## src/rtl/sdram_traffic_pkg.sv

```systemverilog
// Shared encodings and the data-pattern function for the SDRAM traffic generator.
//   state_e      : engine FSM states
//   MODE_*       : runtime mode select values
//   PAT_*        : data pattern select values
//   pattern_data : address + pattern select -> data (up to 64-bit address/data)
package sdram_traffic_pkg;

  typedef enum logic [1:0] {
    StIdle,
    StWrite,
    StRead,
    StDrain
  } state_e;

  localparam logic [1:0] MODE_IDLE   = 2'd0;
  localparam logic [1:0] MODE_READ   = 2'd1;
  localparam logic [1:0] MODE_WRITE  = 2'd2;
  localparam logic [1:0] MODE_VERIFY = 2'd3;

  localparam logic [2:0] PAT_HASH  = 3'd0;
  localparam logic [2:0] PAT_ADDR  = 3'd1;
  localparam logic [2:0] PAT_ONES  = 3'd2;
  localparam logic [2:0] PAT_ZEROS = 3'd3;
  localparam logic [2:0] PAT_CONST = 3'd4;

  // Hash: {7'h55, addr[aw-1:dw]} ^ ~addr[dw-1:0]. With aw=25, dw=16 this is
  // {7'h55, addr[24:16]} ^ ~addr[15:0]. Result is masked to dw bits.
  function automatic logic [63:0] pattern_data(input logic [2:0]   pat,
                                               input logic [63:0]  addr,
                                               input int unsigned  aw,
                                               input int unsigned  dw,
                                               input logic [63:0]  const_pat);
    logic [63:0] amask;
    logic [63:0] dmask;
    logic [63:0] a;
    logic [63:0] hi;
    logic [63:0] res;
    amask = (aw >= 64) ? '1 : ((64'd1 << aw) - 64'd1);
    dmask = (dw >= 64) ? '1 : ((64'd1 << dw) - 64'd1);
    a     = addr & amask;
    hi    = '0;
    if (aw > dw) hi = (64'h55 << (aw - dw)) | (a >> dw);
    case (pat)
      PAT_HASH:  res = hi ^ ~a;
      PAT_ADDR:  res = a;
      PAT_ONES:  res = '1;
      PAT_ZEROS: res = '0;
      PAT_CONST: res = const_pat;
      default:   res = '0;
    endcase
    return res & dmask;
  endfunction

endpackage

```

## src/rtl/sdram_pattern_gen.sv

```systemverilog
// Combinational data-pattern generator.
//   addr    in  ADDR_WIDTH  address the data belongs to
//   pattern in  3           pattern select (PAT_*)
//   data    out DATA_WIDTH  pattern data for addr
module sdram_pattern_gen
  import sdram_traffic_pkg::*;
#(
  parameter int unsigned            ADDR_WIDTH    = 25,
  parameter int unsigned            DATA_WIDTH    = 16,
  parameter logic [DATA_WIDTH-1:0]  CONST_PATTERN = 16'h7832
) (
  input  logic [ADDR_WIDTH-1:0] addr,
  input  logic [2:0]            pattern,
  output logic [DATA_WIDTH-1:0] data
);

  logic [63:0] full;

  always_comb begin
    full = pattern_data(pattern, 64'(addr), ADDR_WIDTH, DATA_WIDTH, 64'(CONST_PATTERN));
  end

  assign data = full[DATA_WIDTH-1:0];

  // Upper bits are always zero after masking.
  logic unused_hi;
  assign unused_hi = ^full;

endmodule

```

## src/rtl/sdram_traffic_gen.sv

```systemverilog
// SDRAM traffic / verification engine for the controller command port.
//   clk, rst          : clock, synchronous active-high reset
//   start, stop       : run request (sampled when idle) and graceful stop request
//   mode, pattern, loop : run configuration, latched on an accepted start
//   busy, done        : engine active, 1-cycle pulse on return to idle
//   passCount         : completed verify passes (wraps)
//   errCount          : read mismatches (saturating); errSticky / firstErrAddr log the first one
//   cmd*              : controller command port; read data returns in issue order
module sdram_traffic_gen
  import sdram_traffic_pkg::*;
#(
  parameter int unsigned              ADDR_WIDTH     = 25,
  parameter int unsigned              DATA_WIDTH     = 16,
  parameter logic [ADDR_WIDTH-1:0]    ADDR_START     = '0,
  parameter logic [ADDR_WIDTH-1:0]    ADDR_END       = {ADDR_WIDTH{1'b1}},
  parameter int unsigned              ERR_CNT_WIDTH  = 16,
  parameter int unsigned              PASS_CNT_WIDTH = 16,
  parameter int unsigned              MAX_OUTSTAND   = 8,
  parameter logic [DATA_WIDTH-1:0]    CONST_PATTERN  = 16'h7832
) (
  input  logic                      clk,
  input  logic                      rst,
  input  logic                      start,
  input  logic                      stop,
  input  logic [1:0]                mode,
  input  logic [2:0]                pattern,
  input  logic                      loop,
  output logic                      busy,
  output logic                      done,
  output logic [PASS_CNT_WIDTH-1:0] passCount,
  output logic [ERR_CNT_WIDTH-1:0]  errCount,
  output logic                      errSticky,
  output logic [ADDR_WIDTH-1:0]     firstErrAddr,
  input  logic                      cmdReady,
  output logic                      cmdTrigger,
  output logic [ADDR_WIDTH-1:0]     cmdAddr,
  output logic                      cmdWrite,
  output logic [DATA_WIDTH-1:0]     cmdWriteData,
  input  logic [DATA_WIDTH-1:0]     cmdReadData,
  input  logic                      cmdReadDataValid
);

  localparam int unsigned OutW = $clog2(MAX_OUTSTAND + 1);

  state_e                    state_q, state_d;
  logic [1:0]                mode_q;
  logic [2:0]                pat_q;
  logic                      loop_q, stop_q, win_done_q, done_q;
  logic [ADDR_WIDTH-1:0]     addr_q, exp_addr_q, first_err_q;
  logic [OutW-1:0]           out_q;
  logic [PASS_CNT_WIDTH-1:0] pass_q;
  logic [ERR_CNT_WIDTH-1:0]  err_q;
  logic                      sticky_q;

  logic [DATA_WIDTH-1:0] wr_data, chk_data;
  logic trig, accept, read_acc, at_end, start_ok, stop_pend, rd_ret, mismatch;
  logic go_idle, restart, win_done_set;
  logic [ADDR_WIDTH-1:0] addr_next, exp_next;

  sdram_pattern_gen #(
    .ADDR_WIDTH   (ADDR_WIDTH),
    .DATA_WIDTH   (DATA_WIDTH),
    .CONST_PATTERN(CONST_PATTERN)
  ) u_wr_pat (
    .addr   (addr_q),
    .pattern(pat_q),
    .data   (wr_data)
  );

  sdram_pattern_gen #(
    .ADDR_WIDTH   (ADDR_WIDTH),
    .DATA_WIDTH   (DATA_WIDTH),
    .CONST_PATTERN(CONST_PATTERN)
  ) u_chk_pat (
    .addr   (exp_addr_q),
    .pattern(pat_q),
    .data   (chk_data)
  );

  always_comb begin
    trig      = (state_q == StWrite) ||
                ((state_q == StRead) && (out_q != OutW'(MAX_OUTSTAND)));
    accept    = trig && cmdReady;
    read_acc  = accept && (state_q == StRead);
    at_end    = (addr_q == ADDR_END);
    addr_next = at_end ? ADDR_START : addr_q + ADDR_WIDTH'(1);
    exp_next  = (exp_addr_q == ADDR_END) ? ADDR_START : exp_addr_q + ADDR_WIDTH'(1);
    start_ok  = start && (state_q == StIdle);
    stop_pend = stop_q || stop;
    // Returns with nothing outstanding belong to reads issued before a reset.
    rd_ret    = cmdReadDataValid && (out_q != '0);
    mismatch  = rd_ret && (mode_q == MODE_VERIFY) && (cmdReadData != chk_data);
  end

  always_comb begin
    state_d      = state_q;
    go_idle      = 1'b0;
    restart      = 1'b0;
    win_done_set = 1'b0;
    unique case (state_q)
      StIdle: begin
        if (start && (mode != MODE_IDLE)) state_d = (mode == MODE_READ) ? StRead : StWrite;
      end
      StWrite: begin
        if (accept) begin
          if (stop_pend)                            state_d = StDrain;
          else if ((mode_q == MODE_VERIFY) && at_end) state_d = StRead;
        end
      end
      StRead: begin
        if (accept) begin
          if ((mode_q == MODE_VERIFY) && at_end) begin
            state_d      = StDrain;
            win_done_set = 1'b1;
          end else if (stop_pend) begin
            state_d = StDrain;
          end
        end else if (!trig && stop_pend) begin
          state_d = StDrain;
        end
      end
      StDrain: begin
        if (out_q == '0) begin
          if (loop_q && win_done_q && !stop_pend) begin
            state_d = StWrite;
            restart = 1'b1;
          end else begin
            state_d = StIdle;
            go_idle = 1'b1;
          end
        end
      end
      default: state_d = StIdle;
    endcase
  end

  always_ff @(posedge clk) begin
    if (rst) begin
      state_q     <= StIdle;
      mode_q      <= MODE_IDLE;
      pat_q       <= PAT_HASH;
      loop_q      <= 1'b0;
      stop_q      <= 1'b0;
      win_done_q  <= 1'b0;
      done_q      <= 1'b0;
      addr_q      <= ADDR_START;
      exp_addr_q  <= ADDR_START;
      first_err_q <= '0;
      out_q       <= '0;
      pass_q      <= '0;
      err_q       <= '0;
      sticky_q    <= 1'b0;
    end else begin
      state_q <= state_d;
      done_q  <= (start_ok && (mode == MODE_IDLE)) || go_idle;

      if (start_ok)                          stop_q <= stop && (mode != MODE_IDLE);
      else if (go_idle)                      stop_q <= 1'b0;
      else if (stop && (state_q != StIdle))  stop_q <= 1'b1;

      if (win_done_set)                        win_done_q <= 1'b1;
      else if (restart || go_idle || start_ok) win_done_q <= 1'b0;

      if (read_acc && !rd_ret)      out_q <= out_q + OutW'(1);
      else if (!read_acc && rd_ret) out_q <= out_q - OutW'(1);

      if ((state_q == StDrain) && (out_q == '0) && win_done_q) begin
        pass_q <= pass_q + PASS_CNT_WIDTH'(1);
      end

      if (start_ok) begin
        mode_q      <= mode;
        pat_q       <= pattern;
        loop_q      <= loop;
        addr_q      <= ADDR_START;
        exp_addr_q  <= ADDR_START;
        pass_q      <= '0;
        err_q       <= '0;
        sticky_q    <= 1'b0;
        first_err_q <= '0;
      end else begin
        if (restart) begin
          addr_q     <= ADDR_START;
          exp_addr_q <= ADDR_START;
        end else begin
          if (accept) addr_q     <= addr_next;
          if (rd_ret) exp_addr_q <= exp_next;
        end
        if (mismatch) begin
          if (err_q != '1) err_q <= err_q + ERR_CNT_WIDTH'(1);
          if (!sticky_q) begin
            sticky_q    <= 1'b1;
            first_err_q <= exp_addr_q;
          end
        end
      end
    end
  end

  assign busy         = (state_q != StIdle);
  assign done         = done_q;
  assign passCount    = pass_q;
  assign errCount     = err_q;
  assign errSticky    = sticky_q;
  assign firstErrAddr = first_err_q;
  assign cmdTrigger   = trig;
  assign cmdAddr      = addr_q;
  assign cmdWrite     = (state_q == StWrite);
  assign cmdWriteData = (state_q == StWrite) ? wr_data : '0;

endmodule
```

## config.mk

```make
export PLATFORM = sky130hd
export DESIGN_NAME = sdram_traffic_gen
export DESIGN_NICKNAME = d
export VERILOG_FILES = /design/src/rtl/sdram_traffic_pkg.sv /design/src/rtl/sdram_pattern_gen.sv /design/src/rtl/sdram_traffic_gen.sv
export SDC_FILE = /design/constraint.sdc
export NUM_CORES = 1
export LEC_CHECK = 0
export CORE_MARGIN = 5
export CORE_UTILIZATION = 40
export DETAILED_ROUTE_END_ITERATION = 10
export GPL_TIMING_DRIVEN = 0
export PLACE_DENSITY = 0.68
export SYNTH_ARGS = -nofsm -noshare
export SYNTH_HDL_FRONTEND = slang
export SYNTH_SLANG_ARGS = --single-unit
```

## constraint.sdc

```tcl
create_clock -name clk -period 2.9 [get_ports clk]
set_input_delay 0.725 -clock clk [delete_from_list [all_inputs] [get_ports clk]]
set_output_delay 0.725 -clock clk [all_outputs]
set_load 0.03 [all_outputs]
```

# Word-level counts from Yosys, hierarchy flattened
# Index checks and enable logic that the tools add are counted.
# word_totals
regBits,123
output_inout_bits,103
elab_cells,120
# op_classes
n_addsub,6
eq_ne,19
n_mux,33
n_bitwise,5
reduce_logical,43
# op_table
cell,n
16-bit one-hot mux with 4 select lines,2
"25-bit by 1-bit adder with 25-bit output, second input constant",2
"25-bit == test, second input constant",2
25-bit two-way mux,2
"16-bit by 1-bit adder with 16-bit output, second input constant",2
16-bit inverter,2
16-bit bitwise XOR,2
2-bit two-way mux,10
1-bit logical AND,19
16-bit two-way mux,1
16-bit inequality test,1
"16-bit inequality test, second input constant",1
1-bit two-way mux,15
4-bit two-way mux,2
2-bit one-hot mux with 4 select lines,1
2-bit nonzero test,4
"2-bit == test, second input constant",3
6-bit AND reduction,1
1-bit logical OR,5
"4-bit by 1-bit adder with 4-bit output, second input constant",1
"2-bit by 1-bit == test with 1-bit output, second input constant",2
1-bit logical NOT,4
2-bit logical NOT,2
4-bit logical NOT,1
other kinds (17),19

# Logic depth before layout (Yosys ltp)
# logic_depth
ltp_word,10
mapped_depth,12
depth_no_buf,12

# By module
# From an unflattened synthesis, not the netlist that was laid out.
# hier_totals
hier_cells,852
area_unflattened_um2,6723.9
# modules_own_cells
mod,instances,cells_each,area_each_um2
sdram_traffic_gen,1,718,5975.7
sdram_pattern_gen,2,67,374.1

# Least setup slack after synthesis
# OpenSTA, ideal clock, no wires.
# synth_path
path_type,register -> register
startpoint,reg out_q[0]
endpoint,reg out_q[3]
setup_ns,0.070
arrival_time_ns,2.746
required_ns,2.830
setup_slack_ns,0.084
path_stages_with_launch,12
synth_period_minus_slack_ns,2.816
cell_sequence,dfxtp_1 or4b_1 a21o_1 and3_1 ha_1 inv_1 ha_1 a21o_1 a21oi_1 xnor2_1 or3_1 a21oi_1
# synth_between
elab_chain_cells,8
# synth_rtl
item,line,rtl
"start, declared",sdram_traffic_gen.sv:50,logic [OutW-1:0] out_q;
"start signal, assigned",sdram_traffic_gen.sv:164,if (read_acc && !rd_ret) out_q <= out_q + OutW'(1);
"start signal, assigned",sdram_traffic_gen.sv:165,else if (!read_acc && rd_ret) out_q <= out_q - OutW'(1);
4-bit inequality test (*),sdram_traffic_gen.sv:82,((state_q == StRead) && (out_q != OutW'(MAX_OUTSTAND)));
1-bit logical AND (*),sdram_traffic_gen.sv:82,
1-bit logical OR (*),sdram_traffic_gen.sv:81,trig = (state_q == StWrite) ||
net cmdTrigger,sdram_traffic_gen.sv:35,"output logic cmdTrigger,"
1-bit logical AND (*),sdram_traffic_gen.sv:83,accept = trig && cmdReady;
1-bit logical AND (*),sdram_traffic_gen.sv:84,read_acc = accept && (state_q == StRead);
1-bit logical NOT,sdram_traffic_gen.sv:165,
1-bit logical AND,sdram_traffic_gen.sv:165,
2-bit nonzero test (no line),n/a,
# Mark *: on every way through the listed nets, which the timed path passes. The rest lies on a longest branch. The select of a mux whose other input is x is not followed.
# A chain may end at the register's enable or synchronous reset.

# Worst setup path in the final report
# layout_path
startpoint,reg pat_q[0]
endpoint,out cmdWriteData[9]
# layout_between
elab_chain_cells,3
# layout_rtl
item,line,rtl
"start, declared",sdram_traffic_gen.sv:47,logic [2:0] pat_q;
"start signal, assigned",sdram_traffic_gen.sv:173,pat_q <= pattern;
3-bit == test (tied with other cells),sdram_traffic_pkg.sv:43,case (pat)
16-bit one-hot mux with 4 select lines (*),sdram_traffic_pkg.sv:43,
16-bit two-way mux (*),sdram_traffic_gen.sv:209,assign cmdWriteData = (state_q == StWrite) ? wr_data : '0;
"end, declared",sdram_traffic_gen.sv:38,"output logic [DATA_WIDTH-1:0] cmdWriteData,"
# Mark *: on every way between the ends. The rest lies on a longest branch, timed or not.

==> impl_metrics.yaml <==
detailed_routing:
  finalWirelength_um: 19970
  drtPass1Iterations: 6
  via_per_inst: 5.386
  wl_per_cell_um: 15.91
  vias: 6760
  postRouteAntennaNets: 0
  route.detailed.drc: 0
  drt_first_iter_violations: 567
cells_and_area:
  drive_above_1_share_pct: 9.952
  stdcell_area_mm2: 0.009015
  area_delta_synth_final_pct: 33.55
  post-route-util_pct: 54.36
  antenna_cells: 0
  fin_nets: 1062
  fin_cells: 1255
pwr:
  p_total_mw: 5.602
  powerDensity_mw_per_mm2: 621.4
  p_leak_nw: 3.138
  ir_drop_uv: 418.4
synthesis:
  synth_cell_type_count: 63
  synthArstFlopShare_pct: 0
  synth_seq_area_share_pct: 36.48
  synth_top_family_by_area: "simple AND/OR/NAND/NOR gates"
  synthMuxAreaShare_pct: 1.501
  syn_area_per_cell_um2: 7.786
  synthSimpleGateAreaFrac_pct: 28.73
  yosys_warnings: 0
  ys_ff_latch: 123
  synth_xor_area_share_pct: 8.953
  ys.flop_type: "dfxtp_1"
  synth_compound_area_share_pct: 17.11
  synth_edf_count: 0
  syn_area_mm2: 0.006750
  synthCells: 867
  synth_adder_area_share_pct: 2.335
  syn-num-nets: 907
place:
  numPortBuffers: 130
  dp_cells: 1217
  hpwl_um: 14780
  place.gp.congestion: 0.8758
  place_area_mm2: 0.008327
global_route:
  overflow: 0
  grt_max_degree: 17
  antenna_found_initial: 0
  grt_pass1_wl_um: 32110
  track_usage_pct: 20.11
  grt_pass1_vias: 6213
sta:
  slew_viol_final: 0
  fmax_mhz: 355.4
  slew_headroom_pct: 40.17
  post-route-period-util_pct: 97.02
  hold_viol: 0
  finalSetupViolCount: 0
  tns_ps: 0
  post-route-min-period_ps: 2814
  rsz0062_at_grt: "no"
  tightest_slew_ps: 889.3
  finalClockSkew_ps: 9.663
worst_setup_path:
  critPathLaunchType: "flip-flop"
  end_kind: "primary output"
  critPathRequiredTime_ps: 2170
  critPathKind: "reg2out"
  ff2ff_path_depth: 11
  arrival_ps: 2090
  cp_max_fo: 10
clocking:
  cts_tree: "done"
  clock-sinks: 123
  h-tree-depth: 4
  path_clk_slew_ps: 50
  ctsLongestPathBuffers: 2
  cts_made_buffers: 17
  root_buffer: "clkbuf_16"
  clk_latency_ps: 420
  cts_hold_buf: 0
floorplanning:
  die-height_um: 139.9
  rows: 47
  core_mm2: 0.01658
  io_pins: 131
  die_area_mm2: 0.01957
  initial_core_util_pct: 40.70
  die_w_um: 139.9
worst_hold_path:
  hold_depth: 2
  hp-class: "reg2reg"
outcome:
  status: "complete, no violations"
run:
  cap_violations: 0
==> worst paths after layout <==
path             start  slack, ps              end
max           pat_q[0]         90  cmdWriteData[9]
min          mode_q[1]        460        mode_q[1]
max reg2reg   out_q[0]        120         out_q[3]
min reg2reg  mode_q[1]        460        mode_q[1]
==> power by group <==
group / switching, mW / total (mW) / internal [mW] / leakage (nW)
registers: 0.0731 / 1.83 / 1.76 / 0.993
clock network: 0.798 / 2.17 / 1.37 / 0.296
logic: 0.997 / 1.60 / 0.603 / 1.85
total: 1.87 / 5.60 / 3.73 / 3.14
==> cells in the mapped netlist (13+ instances only) <==
cell	n	share of area [%]
xor2_1	42	5.4
clkbuf_1	33	1.8
inv_1	17	0.95
o21ai_0	65	4.8
a21oi_1	83	6.2
nor2b_1	22	2.0
o21bai_1	13	1.4
nand2_1	60	3.3
xnor2_1	27	3.5
nor2_1	114	6.3
dfxtp_1	123	36
and3_1	14	1.3
nand3_1	64	4.7
or3_1	24	2.2
nand4_1	24	2.2
==> flip-flops by register name, indices dropped and copies added (netlist names) <==
name,cells
cmdAddr,25
out_q,4
errCount,16
win_done_q,1
mode_q,2
loop_q,1
done,1
errSticky,1
firstErrAddr,25
state_q,2
exp_addr_q,25
pat_q,3
stop_q,1
passCount,16
==> timing repair <==
action                                 CTS  global route
setup endpoints to repair               56            69
resized for setup                       69            33
pin swaps                                0             1
endpoints found under the hold margin    0             0
setup buffers                            0             6
==> cells by family after synthesis <==
group / after synthesis
buf+inv: 71
flops: 123
compound gates: 201
mux: 10
simple gates: 381
fa+ha+maj: 12
xor+xnor: 69
==> layer usage <==
metal / share of wire [%] / track usage, % / vias up
met3: 6.2 / 4.090 / 24
met5: 0 / 0 / -
met4: 1.5 / 5.966 / 0
li1: - / - / 3361
met2: 46 / 31.83 / 191
met1: 46 / 27.83 / 3184
==> cells in the final DEF, fill, tap and decap left out, drive strengths merged, types with 4 or more instances in the layout <==
master         netlist  final
a21o                 4      4
dfxtp              123    123
and3                14     14
nor3                10     10
or2                  4      4
nor2b               23     23
nor2               114    114
or3                 24     24
nor4                 5      5
nand4               24     24
ha                  11     11
nand2               60     60
nor3b                4      4
o21a                 5      5
xnor2               27     27
or4                  5      5
mux2i                9      9
and4                 6      6
nand2b               6      6
nand3b               4      4
clkdlybuf4s50        0    113
xor2                42     42
inv                 17     17
nand3               64     64
a21oi               83     83
clkinv               0      9
clkbuf              33     56
and2                 6      6
buf                 21     34
o21ai               71     71
o21bai              13     13
==> through the flow <==
stage | worst slack (ps) | hold slack, ps
2_1_floorplan | 84.07 | 431.7
3_3_place_gp | -545.3 | 441.4
3_5_place_dp | -557.3 | 451.6
4_1_cts | -41.35 | 459.7
5_1_grt | 0.1321 | 470.4
6_report | 86.34 | 455.1
==> cell type report <==
type	instances	area, um2
Clock buffer	18	439.2
Sequential cell	123	2465
Tap cell	220	275.3
Fill cell	1566	7569
Inverter	17	63.81
Clock inverter	14	172.7
Multi-Input combinational cell	673	3995
Timing Repair Buffer	136	1289
Buffer	54	315.3
==> critical path, stage by stage, from the launching register on <==
cell and delay, ps:
dfxtp_1 330, buf_6 140, buf_6 140, buf_6 140, clkbuf_8 160, clkbuf_8 170
a21o_1 190, nor2_1 100, clkdlybuf4s15_2 300
No activity file was read; power rests on OpenSTA's default activity.
==> RTL edit: new RTL, same flow settings <==
`ADDR_WIDTH` is set to 25 in 2 places; all go to 50.
--- a/src/rtl/sdram_pattern_gen.sv
+++ b/src/rtl/sdram_pattern_gen.sv
@@ -7,3 +7,3 @@
 #(
-  parameter int unsigned            ADDR_WIDTH    = 25,
+  parameter int unsigned            ADDR_WIDTH    = 50,
   parameter int unsigned            DATA_WIDTH    = 16,
--- a/src/rtl/sdram_traffic_gen.sv
+++ b/src/rtl/sdram_traffic_gen.sv
@@ -11,3 +11,3 @@
 #(
-  parameter int unsigned              ADDR_WIDTH     = 25,
+  parameter int unsigned              ADDR_WIDTH     = 50,
   parameter int unsigned              DATA_WIDTH     = 16,
Ports: changed (resized cmdAddr and firstErrAddr); port bits go from 131 to 181. The function was not compared with the original's and may differ.
==> RTL edit against the unedited design <==
The run now ends with setup timing left; total power is 35% higher; area after synthesis is 53% higher; worst setup slack worse by 260 ps; sequential cell count is 75 higher; routed wire length is 74% higher; count of clock-buffer cells in the layout stayed put; cell count is 53% higher; via count is 59% higher; final area is 60% higher; critical endpoint is now firstErrAddr[10]; largest power group is now registers.
==> RTL edit: results (changes against the unedited design) <==
stage	metric	value	unit	change
status	violations	setup timing		
grt	grt_max_degree	22		+5
place	gp_congestion	0.933		+6.6%
setup_path	slowest_delay	490	ps	+160 ps
pwr	sw_frac_of_total	35.5	%	+2.1 points
drt	route.met3.wl	2620	µm	+110%
grt	first_global_vias	9809		+58%
timing	tightest_slew	859	ps	-30.2 ps
grt	gr-usage-met2	36.5	%	+4.6 points
grt	track_usage	22.6	%	+2.4 points
drt	totalWireLength	34700	µm	+74%
synth	synthTopCellsByCount	198 x dfxtp_1, 195 x nor2_1, 114 x a21oi_1		
pwr	pg_clk	2.51	mW	+16%
grt	grt_use_met3	5.45	%	+1.4 points
pwr	total_leakage_power	4.83	nW	+54%
timing	clock_skew	20.1	ps	+10.4 ps
final_layout	fin_nets	1611		+52%
place	io_buffers	178		+37%
timing	worst_slack	-175	ps	-262 ps
drt	drt_iter0_markers	893		+57%
synth	ys_types	68		+7.9%
grt	grt_use_met1	30.1	%	+2.3 points
synth	synthTopCellsByArea	dfxtp_1 38%, nor2_1 7.1%, xor2_1 5.7%		
final_layout	instances_no_fill	1914		+53%
status	status	finished, violations left		
pwr	peakVddDrop	0.000314	V	-25%
synth	yosysSeqAreaShare	38.3	%	+1.8 points
setup_path	reg2reg_depth	15		+4
timing	setup_viol	67		+67
setup_path	cp_data_arrival_time	3440	ps	+1350 ps
place	dp_hpwl	24200	µm	+64%
synth	syn-mean-instance-area	7.79	µm²	about the same
drt	via_per_inst	5.60		+3.9%
clock_network	clk_latency	450	ps	+30 ps
drt	dr_wl_met2	16200	µm	+76%
grt	grt_pass1_wl	53000	µm	+65%
==> RTL edit: logic make-up (layout without fill, tap and decap cells) <==
| kind of cell | Yosys count | after routing | synth area share [%] |
|---|---|---|---|
| AND/OR/NAND/NOR | 586 | 587 | 27.9 |
| flip-flops | 198 | 198 | 38.3 |
| multiplexers | 4 | 4 | 0.387 |
| buffers and inverters | 111 | 364 | 5.13 |
| AO/OA/AOI/OAI | 304 | 304 | 17.1 |
| adder cells (fa/ha/maj) | 12 | 12 | 1.52 |
| XOR/XNOR | 115 | 115 | 9.73 |
==> RTL edit: layout make-up <==
class	count	area, µm²
sequential	198	3980
fill	2270	10900
clock buffer	18	439
tap	330	413
buffer	76	522
clock inverter	14	199
timing repair buffer	233	2320
inverter	23	93.8
multi-input combinational	1022	6460
==> RTL edit: timing repair <==
action | 4_1_cts | 5_1_grt
buffers inserted | 17 | 27
setup endpoints to repair | 180 | 171
cloned | 5 | 8
gates resized for setup | 167 | 159
pin swaps | 48 | 66
==> RTL edit: per-stage QoR <==
stage | power [mW] | worst slack, ps | utilization [%] | hold WS (ps) | cell area, µm²
2_1_floorplan | 4.21 | 28.4 | - | 450 | 10400
3_3_place_gp | 4.85 | -1380 | 49.6 | 459 | 12600
3_5_place_dp | 4.86 | -1220 | 49.6 | 464 | 12600
4_1_cts | 7.42 | -154 | 54.5 | 476 | 13800
5_1_grt | 7.94 | -227 | 57.0 | 502 | 14400
6_report | 7.57 | -175 | 57.0 | 466 | 14400
==> RTL edit: path summary, 6_finish.rpt <==
path,from,endpoint
max,pat_q[0],firstErrAddr[10]
min,firstErrAddr[18],firstErrAddr[18]
max reg2reg,pat_q[0],firstErrAddr[10]
min reg2reg,firstErrAddr[18],firstErrAddr[18]
